File: src/rtl/dmem_arbiter.sv
// Round-robin arbiter sharing one single-port data memory between the CPU (m0) and a DMA port (m1).
// Latency: grant is combinational in the request cycle; read data returns registered one cycle later.
// Backpressure: a requester holds req until gnt; under contention the owner gets at most MAX_BURST grants in a row.
module dmem_arbiter #(
    parameter int DEPTH     = 64,
    parameter int MAX_BURST = 4
) (
    input  logic        clk,
    input  logic        reset,
    input  logic        m0_req,
    input  logic        m0_we,
    input  logic [31:0] m0_addr,
    input  logic [31:0] m0_wd,
    output logic        m0_gnt,
    output logic        m0_rvalid,
    output logic [31:0] m0_rdata,
    input  logic        m1_req,
    input  logic        m1_we,
    input  logic [31:0] m1_addr,
    input  logic [31:0] m1_wd,
    output logic        m1_gnt,
    output logic        m1_rvalid,
    output logic [31:0] m1_rdata,
    output logic        mem_we,
    output logic [31:0] mem_a,
    output logic [31:0] mem_wd,
    input  logic [31:0] mem_rd
);

    typedef enum logic [1:0] {IDLE, OWN0, OWN1} state_t;

    localparam logic [3:0]  MAXB    = 4'(MAX_BURST);
    localparam logic [31:0] DEPTH_W = 32'(DEPTH);

    state_t      state, state_nx;
    logic [3:0]  cnt, cnt_nx;
    logic        last, last_nx;
    logic [3:0]  cnt_inc;
    logic        m0_inr, m1_inr;
    logic        rv0_q, rv1_q;
    logic [31:0] rd0_q, rd1_q;

    // Word index compared against the memory size; the byte offset bits are ignored.
    assign m0_inr  = {2'b00, m0_addr[31:2]} < DEPTH_W;
    assign m1_inr  = {2'b00, m1_addr[31:2]} < DEPTH_W;
    assign cnt_inc = (cnt >= MAXB) ? MAXB : cnt + 4'd1;

    // Ownership state: reset makes m0 win the first tie by pretending m1 was last.
    always_ff @(posedge clk) begin
        if (reset) begin
            state <= IDLE;
            cnt   <= 4'd0;
            last  <= 1'b1;
        end else begin
            state <= state_nx;
            cnt   <= cnt_nx;
            last  <= last_nx;
        end
    end

    // Grant decision and next ownership; no grant is ever issued while reset is high.
    always_comb begin
        state_nx = state;
        cnt_nx   = cnt;
        last_nx  = last;
        m0_gnt   = 1'b0;
        m1_gnt   = 1'b0;
        if (!reset) begin
            case (state)
                IDLE: begin
                    if (m0_req && m1_req) begin
                        m0_gnt = last;
                        m1_gnt = !last;
                    end else begin
                        m0_gnt = m0_req;
                        m1_gnt = m1_req;
                    end
                end
                OWN0: begin
                    if (m0_req && (!m1_req || cnt < MAXB)) m0_gnt = 1'b1;
                    else                                   m1_gnt = m1_req;
                end
                OWN1: begin
                    if (m1_req && (!m0_req || cnt < MAXB)) m1_gnt = 1'b1;
                    else                                   m0_gnt = m0_req;
                end
                default: ;
            endcase

            if (m0_gnt) begin
                state_nx = OWN0;
                last_nx  = 1'b0;
                cnt_nx   = (state == OWN0) ? cnt_inc : 4'd1;
            end else if (m1_gnt) begin
                state_nx = OWN1;
                last_nx  = 1'b1;
                cnt_nx   = (state == OWN1) ? cnt_inc : 4'd1;
            end else begin
                state_nx = IDLE;
                cnt_nx   = 4'd0;
            end
        end
    end

    // Memory drive: winner's request, out-of-range writes suppressed, all zero when idle.
    always_comb begin
        mem_we = 1'b0;
        mem_a  = 32'h0;
        mem_wd = 32'h0;
        if (m0_gnt) begin
            mem_we = m0_we && m0_inr;
            mem_a  = m0_addr;
            mem_wd = m0_wd;
        end else if (m1_gnt) begin
            mem_we = m1_we && m1_inr;
            mem_a  = m1_addr;
            mem_wd = m1_wd;
        end
    end

    // Read return: capture memory data for a granted read; out-of-range reads return zero.
    always_ff @(posedge clk) begin
        if (reset) begin
            rv0_q <= 1'b0;
            rv1_q <= 1'b0;
            rd0_q <= 32'h0;
            rd1_q <= 32'h0;
        end else begin
            rv0_q <= m0_gnt && !m0_we;
            rv1_q <= m1_gnt && !m1_we;
            if (m0_gnt && !m0_we) rd0_q <= m0_inr ? mem_rd : 32'h0;
            if (m1_gnt && !m1_we) rd1_q <= m1_inr ? mem_rd : 32'h0;
        end
    end

    // A read granted just before reset must not surface while reset is asserted.
    assign m0_rvalid = rv0_q && !reset;
    assign m1_rvalid = rv1_q && !reset;
    assign m0_rdata  = reset ? 32'h0 : rd0_q;
    assign m1_rdata  = reset ? 32'h0 : rd1_q;

endmodule

File: config.mk
export PLATFORM = sky130hd
export DESIGN_NAME = dmem_arbiter
export DESIGN_NICKNAME = d
export VERILOG_FILES = /design/src/rtl/dmem_arbiter.sv
export SDC_FILE = /design/constraint.sdc
export NUM_CORES = 1
export LEC_CHECK = 0
export ABC_AREA = 1
export CORE_ASPECT_RATIO = 2
export CORE_MARGIN = 1.5
export CORE_UTILIZATION = 30
export DETAILED_ROUTE_END_ITERATION = 6
export PLACE_DENSITY = 0.68
export SYNTH_ARGS = -nofsm -noshare
export SYNTH_HDL_FRONTEND = slang
export SYNTH_SLANG_ARGS = --single-unit
export TNS_END_PERCENT = 50
File: constraint.sdc
create_clock -name clk -period 2.2 [get_ports clk]
set_input_delay 0.55 -clock clk [delete_from_list [all_inputs] [get_ports clk]]
set_output_delay 0.55 -clock clk [all_outputs]
set_load 0.01 [all_outputs]
==> results.tsv, run 1 <==
stage	metric	value	unit
sta	grt_setup_unrepaired	true	
final_layout	area.growth.synth_to_final	102	%
routing	postRouteAntennaNets	0	
floorplan	die_h	179	um
clock_tree	insertion_delay	0.33	ns
synthesis	synth_edf_count	0	
pwr	power_density	493	nW/um^2
sta	fmax	406	MHz
floorplan	initial_core_util	30.4	%
clock_tree	cts.sinks	73	
critical_path	cp.arrival	1.91	ns
placed_design	place.gp.congestion	0.882	
final_layout	final_cell_count_no_fill	1414	
synthesis	yosys_warnings	0	
sta	worst_slack	-0.263	ns
synthesis	synth_top_cells_by_count	nand2_1, nor2_1, inv_1	
clock_tree	htreeDepth	3	
floorplan	die_w	90.8	um
sta	period_share	112	%
final_layout	n_antenna_cell	0	
synthesis	syn_inst	841	
floorplan	rows	64	
clock_tree	clkTransAtPathRegs	0.06	ns
floorplan	ioPinCount	299	
global_route	antenna_found_initial	0	
sta	hold_viol	0	
final_layout	layout-drive-gt1-share	26.8	%
synthesis	synth_async_sr_flop_share	0	%
floorplan	dieArea	16200	um^2
critical_path	path_class	in -> out	
final_layout	nNetsFinal	1378	
pwr	irDropWorstVdd	0.584	mV
placed_design	io_buffers	298	
global_route	grt_max_degree	38	
synthesis	yosysSeqAreaShare	31.6	%
synthesis	ys_types	25	
synthesis	mappedNetlistNets	1008	
sta	slew_viol_final	0	
placed_design	place_inst	1359	
sta	setup_viol	66	
sta	layout_min_cycle_time	2.46	ns
global_route	track_usage	26.9	%
routing	via_per_inst	4.67	
pwr	p_leak	5.12	nW
critical_path	end_kind	output port	
critical_path	startpoint_type	primary input	
final_layout	stdcell_area	9340	um^2
routing	totalWireLength	23.1	mm
clock_tree	cts_tree	done	
outcome	violations	setup timing	
clock_tree	clk_path_buf_depth	2	
final_layout	final_util	61.4	%
synthesis	synth.avg_cell_area	5.50	um^2
synthesis	yosys.area.top_type	dfxtp_1	
synthesis	synthDominantCellAreaShare	31.6	%
synthesis	synth.area.top_cells	dfxtp_1, nand2_1, nor2_1	
synthesis	synthesis.area	4630	um^2
routing	vias	6607	
worst_hold_path	hp-class	reg -> reg	
critical_path	cp_max_fo	8	
routing	remaining_drc_errors	0	
global_route	grt_pass1_wl	33.7	mm
run	drv_cap	0	
routing	dr.pass1.iters	5	
global_route	overflow	0	
routing	post_drt_wl_per_cell	16.3	um
sta	final.setup_skew	0.00534	ns
clock_tree	clockRootBuffer	clkbuf_16	
critical_path	worstPathRequired	1.65	ns
placed_design	hpwl	15.7	mm
synthesis	ys_ff_latch	73	
clock_tree	ctsHoldBuffers	0	
clock_tree	numCtsBuffers	9	
sta	tns	-9.94	ns
floorplan	core_area	15200	um^2
synthesis	synth_ff_type	dfxtp_1	
routing	drt_iter0_drc	298	
global_route	grt_pass1_vias	6160	
outcome	status	complete, but fails checks	
final_layout	fillers	1392	
synthesis	yosysMostFrequentCell	nand2_1	
placed_design	placed_area	8210	um^2
==> cell families after synthesis <==
kind of cell / share of synthesized area (%)
buffers and inverters: 15.3
adder cells (fa/ha/maj): 0.270
flip-flops: 31.6
AND/OR/NAND/NOR: 52.1
other: 0.0810
AO/OA/AOI/OAI: 0.676
==> report_power, final <==
| group | total [mW] | switching (mW) | internal [mW] |
|---|---|---|---|
| combinational | 1.74 | 0.846 | 0.891 |
| sequential | 1.36 | 0.0150 | 1.34 |
| clock | 1.51 | 0.544 | 0.970 |
==> metal layers <==
| metal | up-vias | routed length (um) | track usage (%) |
|---|---|---|---|
| li1 | 3251 | - | - |
| met1 | 2972 | 8020 | 27.2 |
| met2 | 307 | 12000 | 49.6 |
| met3 | 77 | 1790 | 6.61 |
| met4 | 0 | 1220 | 15.6 |
| met5 | - | 0 | 0 |
==> worst max-delay path: stages <==
cell      delay (ns)
buf_2           0.18
a21boi_1        0.21
nand2_1         0.08
nand3_2         0.10
nand2_4         0.09
inv_8           0.08
buf_12          0.13
buf_12          0.12
buf_16          0.12
nand2_2         0.04
nand2_1         0.07
buf_2           0.13
==> metrics by stage <==
stage	hold WS, ns	setup slack [ns]	total power [mW]
6_report	0.515	-0.263	4.61
3_3_place_gp	0.505	-0.976	2.73
3_5_place_dp	0.507	-1.02	2.74
5_1_grt	0.540	-0.345	4.79
4_1_cts	0.517	-0.219	4.53
2_1_floorplan	0.520	0.0905	1.91
==> final cells by class <==
| class | instances | area (um^2) | area share (%) |
|---|---|---|---|
| timing repair buffer | 411 | 4010 | 42.9 |
| multi-input combinational | 601 | 2860 | 30.6 |
| sequential | 73 | 1470 | 15.7 |
| inverter | 115 | 449 | 4.81 |
| clock buffer | 14 | 274 | 2.93 |
| tap | 198 | 248 | 2.65 |
| clock inverter | 2 | 35.0 | 0.375 |
==> sequential cells by signal, summed over array words and instances, names as in the netlist <==
name / cells
cnt: 4
last: 1
rd0_q: 32
rd1_q: 32
rv0_q: 1
rv1_q: 1
state: 2
==> final timing paths <==
path	start	end	slack (ns)	depth (start not counted)
max reg2reg	cnt[2]	rd0_q[19]	0.22	14
min	rd1_q[24]	rd1_q[24]	0.51	4
max	m1_req	mem_a[18]	-0.26	12
min reg2reg	rd1_q[24]	rd1_q[24]	0.51	4
==> placed cells by master, fill, tap and decap left out, types with 2 or more instances in the layout <==
| cell type | instances |
|---|---|
| nand2_1 | 262 |
| clkdlybuf4s50_1 | 140 |
| nor2_1 | 129 |
| inv_1 | 107 |
| buf_4 | 82 |
| dfxtp_1 | 69 |
| nand2_2 | 68 |
| dlygate4sd2_1 | 62 |
| buf_2 | 42 |
| nand3_1 | 37 |
| buf_6 | 36 |
| nand4_1 | 34 |
| dlymetal6s2s_1 | 26 |
| nor2_2 | 22 |
| nand2_4 | 18 |
| nor3_1 | 14 |
| clkbuf_16 | 10 |
| buf_12 | 10 |
| buf_16 | 8 |
| nand3_2 | 6 |
| inv_2 | 4 |
| buf_8 | 4 |
| nor2_4 | 3 |
| clkbuf_8 | 3 |
| dfxtp_2 | 3 |
| inv_8 | 2 |
| clkbuf_1 | 2 |
==> timing repair <==
action	in CTS	in global routing
setup endpoints to repair	129	69
cloned	11	1
setup buffers	26	7
pin swaps	17	50
resized for setup	453	120
Note: power is estimated with default switching activity, not from simulation.
==> run 2, diff against run 1 <==
Settings changed: MAX_ROUTING_LAYER set to met4.
Clock period 2.2 ns to 2.55 ns, I/O delays scaled along.
==> results.tsv, run 2 (synthesized netlist as in run 1, its figures left out) <==
stage	metric	value	unit	change
floorplan	ioPinCount	299		unchanged
clock_tree	numCtsBuffers	9		unchanged
sta	final.setup_skew	0.00420	ns	-0.00114 ns
final_layout	final_common_cell	nand2_1		
critical_path	cp_max_fo	6		-2
critical_path	end_kind	output port		
outcome	status	complete, but fails checks		
routing	met1_length	7.97	mm	-0.70%
critical_path	crit_buf_inv	6		unchanged
critical_path	cp_slowest_stage_delay	0.15	ns	-0.06 ns
final_layout	final_cell_mix	nand2_1, clkdlybuf4s50_1, nor2_1		
routing	met3WireLength	1.67	mm	-6.3%
global_route	overflow	0		unchanged
final_layout	layout-drive-gt1-share	19.1	%	-7.7 points
pwr	finalPower	3.90	mW	-15%
global_route	antenna_found_initial	0		unchanged
final_layout	area.growth.synth_to_final	88.0	%	
routing	drt_iter0_drc	320		+7.4%
worst_hold_path	min_path_cells	4		unchanged
routing	postRouteAntennaNets	0		unchanged
routing	top_layer	met4		
clock_tree	htreeDepth	3		unchanged
sta	fmax	388	MHz	
placed_design	hpwl	15.6	mm	-0.38%
outcome	violations	setup timing		
floorplan	rows	64		unchanged
final_layout	reg_top3	rd0_q: 32 flops, rd1_q: 32 flops, cnt: 4 flops		
pwr	irDropWorstVdd	0.457	mV	-22%
critical_path	critPathTopFamily	buffers and inverters		
clock_tree	insertion_delay	0.34	ns	about the same
sta	worst_slack	-0.0266	ns	+0.236 ns
critical_path	path_class	in -> out		
global_route	grt_pass1_wl	31.9	mm	-5.5%
floorplan	die_w	90.8	um	unchanged
clock_tree	cts_tree	done		
routing	remaining_drc_errors	0		unchanged
worst_hold_path	hold_start	rd0_q[16]		
sta	period_share	101	%	
sta	setup_viol	11		-83%
routing	wl_met2	11.4	mm	-5.5%
clock_tree	clkTransAtPathRegs	0.06	ns	about the same
global_route	grt_pass1_vias	5770		-6.3%
clock_tree	cts.sinks	73		unchanged
critical_path	cp.arrival	1.94	ns	+0.03 ns
sta	grt_setup_unrepaired	true		
floorplan	core_area	15200	um^2	unchanged
final_layout	nNetsFinal	1348		-2.2%
run	drv_cap	0		unchanged
floorplan	initial_core_util	30.4	%	unchanged
sta	hold_viol	0		unchanged
critical_path	critPathMostFrequentCell	buf_4		
routing	via_per_inst	4.53		-3.1%
routing	dr.pass1.iters	5		unchanged
clock_tree	clockRootBuffer	clkbuf_16		
critical_path	r2r_setup_slack	0.72	ns	+0.50 ns
global_route	grt_max_degree	38		unchanged
worst_hold_path	hp-class	reg -> reg		
routing	post_drt_wl_per_cell	15.8	um	-3.4%
critical_path	crit_path_top_delay_cell	buf_4		
global_route	track_usage	26.1	%	-0.82 points
floorplan	die_h	179	um	unchanged
critical_path	path_cells	buf_4, nand3_1, nand3_1, nand3_2, nand2_2, inv_4, buf_12, buf_4, buf_4, nand2_1, nand2_2, buf_2		
pwr	power_density	448	nW/um^2	-9.1%
worst_hold_path	worstHoldEndpoint	rd0_q[16]		
final_layout	n_antenna_cell	0		unchanged
sta	slew_viol_final	0		unchanged
critical_path	startpoint_type	primary input		
critical_path	r2r_cells	10		-4
floorplan	dieArea	16200	um^2	unchanged
routing	vias	6269		-5.1%
routing	totalWireLength	21.8	mm	-5.4%
sta	layout_min_cycle_time	2.58	ns	
pwr	p_leak	4.68	nW	-8.6%
critical_path	reg2reg_from	state[1]		
sta	holdWs	0.513	ns	-0.00174 ns
clock_tree	clk_path_buf_depth	2		unchanged
critical_path	rr_endpoint	rd1_q[13]		
placed_design	place.gp.congestion	0.862		-2.3%
critical_path	worstPathRequired	1.91	ns	+0.26 ns
placed_design	io_buffers	298		unchanged
placed_design	pre_cts_ws	-0.810	ns	+0.211 ns
==> run 2: cell count changes in the layout (fill, tap and decap cells not counted), sizes merged, moves of 2 or more <==
| cell | before | now |
|---|---|---|
| dlygate4sd2 | 62 | 19 |
| clkdlybuf4s50 | 140 | 193 |
| clkbuf | 15 | 40 |
| dlymetal6s2s | 26 | 18 |
| bufinv | 1 | 3 |
| buf | 182 | 121 |
==> run 2: tightest hold or removal path, delay by kind of cell (launching register included) <==
| family | cells | cell delay, ns |
|---|---|---|
| flip-flops | 1 | 0.29 |
| AND/OR/NAND/NOR | 3 | 0.13 |
| buffers and inverters | 1 | 0.04 |
==> run 2: report_power, final <==
group          internal, mW  switching, mW  total (mW)
combinational         0.626          0.634        1.26
clock                 0.981          0.488        1.47
sequential             1.16         0.0143        1.17
total                  2.76           1.14        3.90
==> run 2: worst max-delay path by stage <==
stage | startpoint | to | slack (ns) | cells after the start
detailed placement | m1_req | mem_wd[18] | -0.81 | 10
global placement | m1_req | mem_wd[18] | -0.81 | 10
global route | m0_req | mem_wd[29] | -0.11 | 12
CTS | state[1] | mem_wd[18] | -0.11 | 11
floorplan | m1_req | mem_a[12] | 0.27 | 10
finish | m0_req | mem_wd[28] | -0.03 | 12
==> run 2: area by class of cell <==
| type | instances | area [um^2] |
|---|---|---|
| clock buffer | 11 | 243 |
| sequential | 73 | 1470 |
| timing repair buffer | 381 | 3560 |
| inverter | 115 | 442 |
| multi-input combinational | 601 | 2640 |
| clock inverter | 5 | 103 |
| fill | 1533 | 6520 |
| tap | 198 | 248 |
==> run 2: stage by stage <==
step	util (%)	setup TNS [ns]	cell area [um^2]	cells
after floorplan	-	0	4630	841
final	57.2	-0.0916	8700	1384
after global routing	57.2	-2.82	8700	1384
after detailed placement	53.1	-49.36	8090	1344
after CTS	57.1	-0.502	8690	1377
after global placement	53.1	-49.11	8090	1344
==> run 2: routing by layer <==
metal  up-vias  global-route usage, %
li1       3193                      -
met1      2763                   26.7
met2       271                   48.1
met3        42                   6.52
met4         0                   8.92
met5         -                      -
==> run 2: what timing repair did <==
item / 4_1_cts / 5_1_grt
cloned: 5 / 3
pin swaps: 11 / 10
hold buffers: 0 / 0
resized for setup: 233 / 125
buffers inserted: 12 / 6
setup endpoints to repair: 81 / 83
==> run 3, diff against run 2 <==
Settings changed: DONT_BUFFER_PORTS set to 1, PLACE_DENSITY 0.68 to not set.
Clock period 2.55 ns to 2.2 ns, I/O delays scaled along.
==> results.tsv, run 3 (synthesized netlist as in run 1, its figures left out) <==
stage	metric	value	unit	change
outcome	status	complete, but fails checks		
outcome	violations	setup timing		
sta	tns	-0.111	ns	-0.0192 ns
floorplan	rows	64		unchanged
final_layout	n_antenna_cell	0		unchanged
clock_tree	clkTransAtPathRegs	0.06	ns	about the same
critical_path	r2r_setup_slack	0.41	ns	-0.31 ns
placed_design	place.gp.congestion	0.817		-5.3%
final_layout	final_cell_mix	nand2_1, nor2_1, inv_1		
routing	drt_iter0_drc	301		-5.9%
clock_tree	cts.sinks	73		unchanged
critical_path	rr_endpoint	rd1_q[4]		
placed_design	placed_area	4800	um^2	-41%
routing	totalWireLength	18.3	mm	-16%
final_layout	area.growth.synth_to_final	20.2	%	
sta	period_share	102	%	
critical_path	cp.arrival	1.68	ns	-0.26 ns
critical_path	path_class	reg -> out		
routing	post_drt_wl_per_cell	17.8	um	+13%
routing	via_per_inst	4.81		+6.2%
critical_path	r2r_cells	9		-1
sta	setup_viol	15		+4
sta	slew_viol_final	0		unchanged
sta	layout_min_cycle_time	2.23	ns	
critical_path	startpoint_type	flip-flop		
global_route	grt_pass1_vias	4387		-24%
pwr	power_density	651	nW/um^2	+45%
floorplan	core_area	15200	um^2	unchanged
floorplan	dieArea	16200	um^2	unchanged
final_layout	final_common_cell	nand2_1		
critical_path	cp_max_fo	8		+2
final_layout	layout-drive-gt1-share	17.5	%	-1.6 points
floorplan	ioPinCount	299		unchanged
final_layout	nNetsFinal	995		-26%
global_route	track_usage	21.3	%	-4.8 points
sta	worst_slack	-0.0333	ns	-0.00669 ns
sta	final.setup_skew	0.00799	ns	+0.00379 ns
floorplan	die_h	179	um	unchanged
run	drv_cap	0		unchanged
clock_tree	cts_tree	done		
pwr	finalPower	3.62	mW	-7.1%
clock_tree	insertion_delay	0.34	ns	about the same
clock_tree	clk_path_buf_depth	2		unchanged
global_route	overflow	0		unchanged
critical_path	cp-startpoint	cnt[2]		
placed_design	io_buffers	0		-100%
critical_path	worstPathRequired	1.65	ns	-0.26 ns
sta	fmax	448	MHz	
worst_hold_path	hp-class	in -> reg		
critical_path	end_kind	output port		
critical_path	reg2reg_from	state[1]		
floorplan	initial_core_util	30.4	%	unchanged
pwr	p_leak	2.71	nW	-42%
clock_tree	clockRootBuffer	clkbuf_16		
routing	postRouteAntennaNets	0		unchanged
clock_tree	htreeDepth	3		unchanged
pwr	irDropWorstVdd	0.405	mV	-11%
global_route	grt_pass1_wl	25.3	mm	-21%
final_layout	fillers	1697		+11%
sta	hold_viol	0		unchanged
placed_design	hpwl	13.2	mm	-16%
sta	grt_setup_unrepaired	true		
routing	remaining_drc_errors	0		unchanged
routing	dr.pass1.iters	4		-1
floorplan	die_w	90.8	um	unchanged
clock_tree	ctsHoldBuffers	0		unchanged
global_route	antenna_found_initial	0		unchanged
routing	vias	4955		-21%
global_route	grt_max_degree	83		+120%
final_layout	reg_top3	rd0_q: 32 flops, rd1_q: 32 flops, cnt: 4 flops		
final_layout	stdcell_area	5560	um^2	-36%
critical_path	endpoint	mem_wd[22]		
clock_tree	numCtsBuffers	9		unchanged
run 3: final cells by class:
cell class | instances | area (um^2) | share of cell area, %
Sequential cell | 73 | 1470 | 26.4
Tap cell | 198 | 248 | 4.45
Clock buffer | 13 | 270 | 4.86
Timing Repair Buffer | 28 | 388 | 6.97
Clock inverter | 2 | 12.5 | 0.225
Inverter | 115 | 452 | 8.12
Multi-Input combinational cell | 601 | 2720 | 49.0
run 3: what timing repair did:
action | CTS | global route
gates cloned | 2 | 3
gates resized for setup | 41 | 77
buffers inserted | 0 | 4
pin swaps | 1 | 43
endpoints found under the setup margin | 66 | 66
hold endpoints to repair | 0 | 0
run 3: power by group:
| part | internal [mW] | leakage, nW | switching (mW) |
|---|---|---|---|
| logic | 0.294 | 1.98 | 0.576 |
| clock network | 0.848 | 0.138 | 0.549 |
| registers | 1.34 | 0.591 | 0.0144 |
| total | 2.48 | 2.71 | 1.14 |
run 3: how the worst min path moves through the flow:
stage / end / start / cells after the start / slack (ns)
2_1_floorplan: cnt[1] / cnt[3] / 3 / 0.52
3_3_place_gp: rd1_q[30] / rd1_q[30] / 4 / 0.55
3_5_place_dp: rd0_q[17] / rd0_q[17] / 4 / 0.55
4_1_cts: cnt[0] / reset / 1 / 0.30
5_1_grt: cnt[0] / reset / 1 / 0.31
6_report: cnt[0] / reset / 1 / 0.32
run 3: stage by stage:
stage / instances / worst slack [ns] / utilization [%] / hold slack, ns
after detailed placement: 1006 / 0.177 / 31.5 / 0.550
after global routing: 1030 / -0.124 / 36.6 / 0.312
after global placement: 1006 / 0.216 / 31.5 / 0.547
after CTS: 1023 / -0.103 / 34.5 / 0.295
after floorplan: 841 / 0.0905 / - / 0.520
final: 1030 / -0.0333 / 36.6 / 0.323
run 3: worst max-delay path: stages, from the launching register on:
cell	delay [ns]
dfxtp_2	0.36
inv_2	0.05
nand2_4	0.08
nand2_2	0.06
nand3_2	0.08
nand3_4	0.09
nand2_4	0.11
clkinv_8	0.12
buf_12	0.17
nand2_4	0.05
nand2_2	0.05
buf_6	0.12
run 3: per-layer routing:
metal	GRT usage [%]	up-vias	routed length [um]
met5	-	-	0
li1	-	2486	-
met3	6.69	43	1450
met1	21.4	2175	6520
met2	37.7	251	9580
met4	9.24	0	738
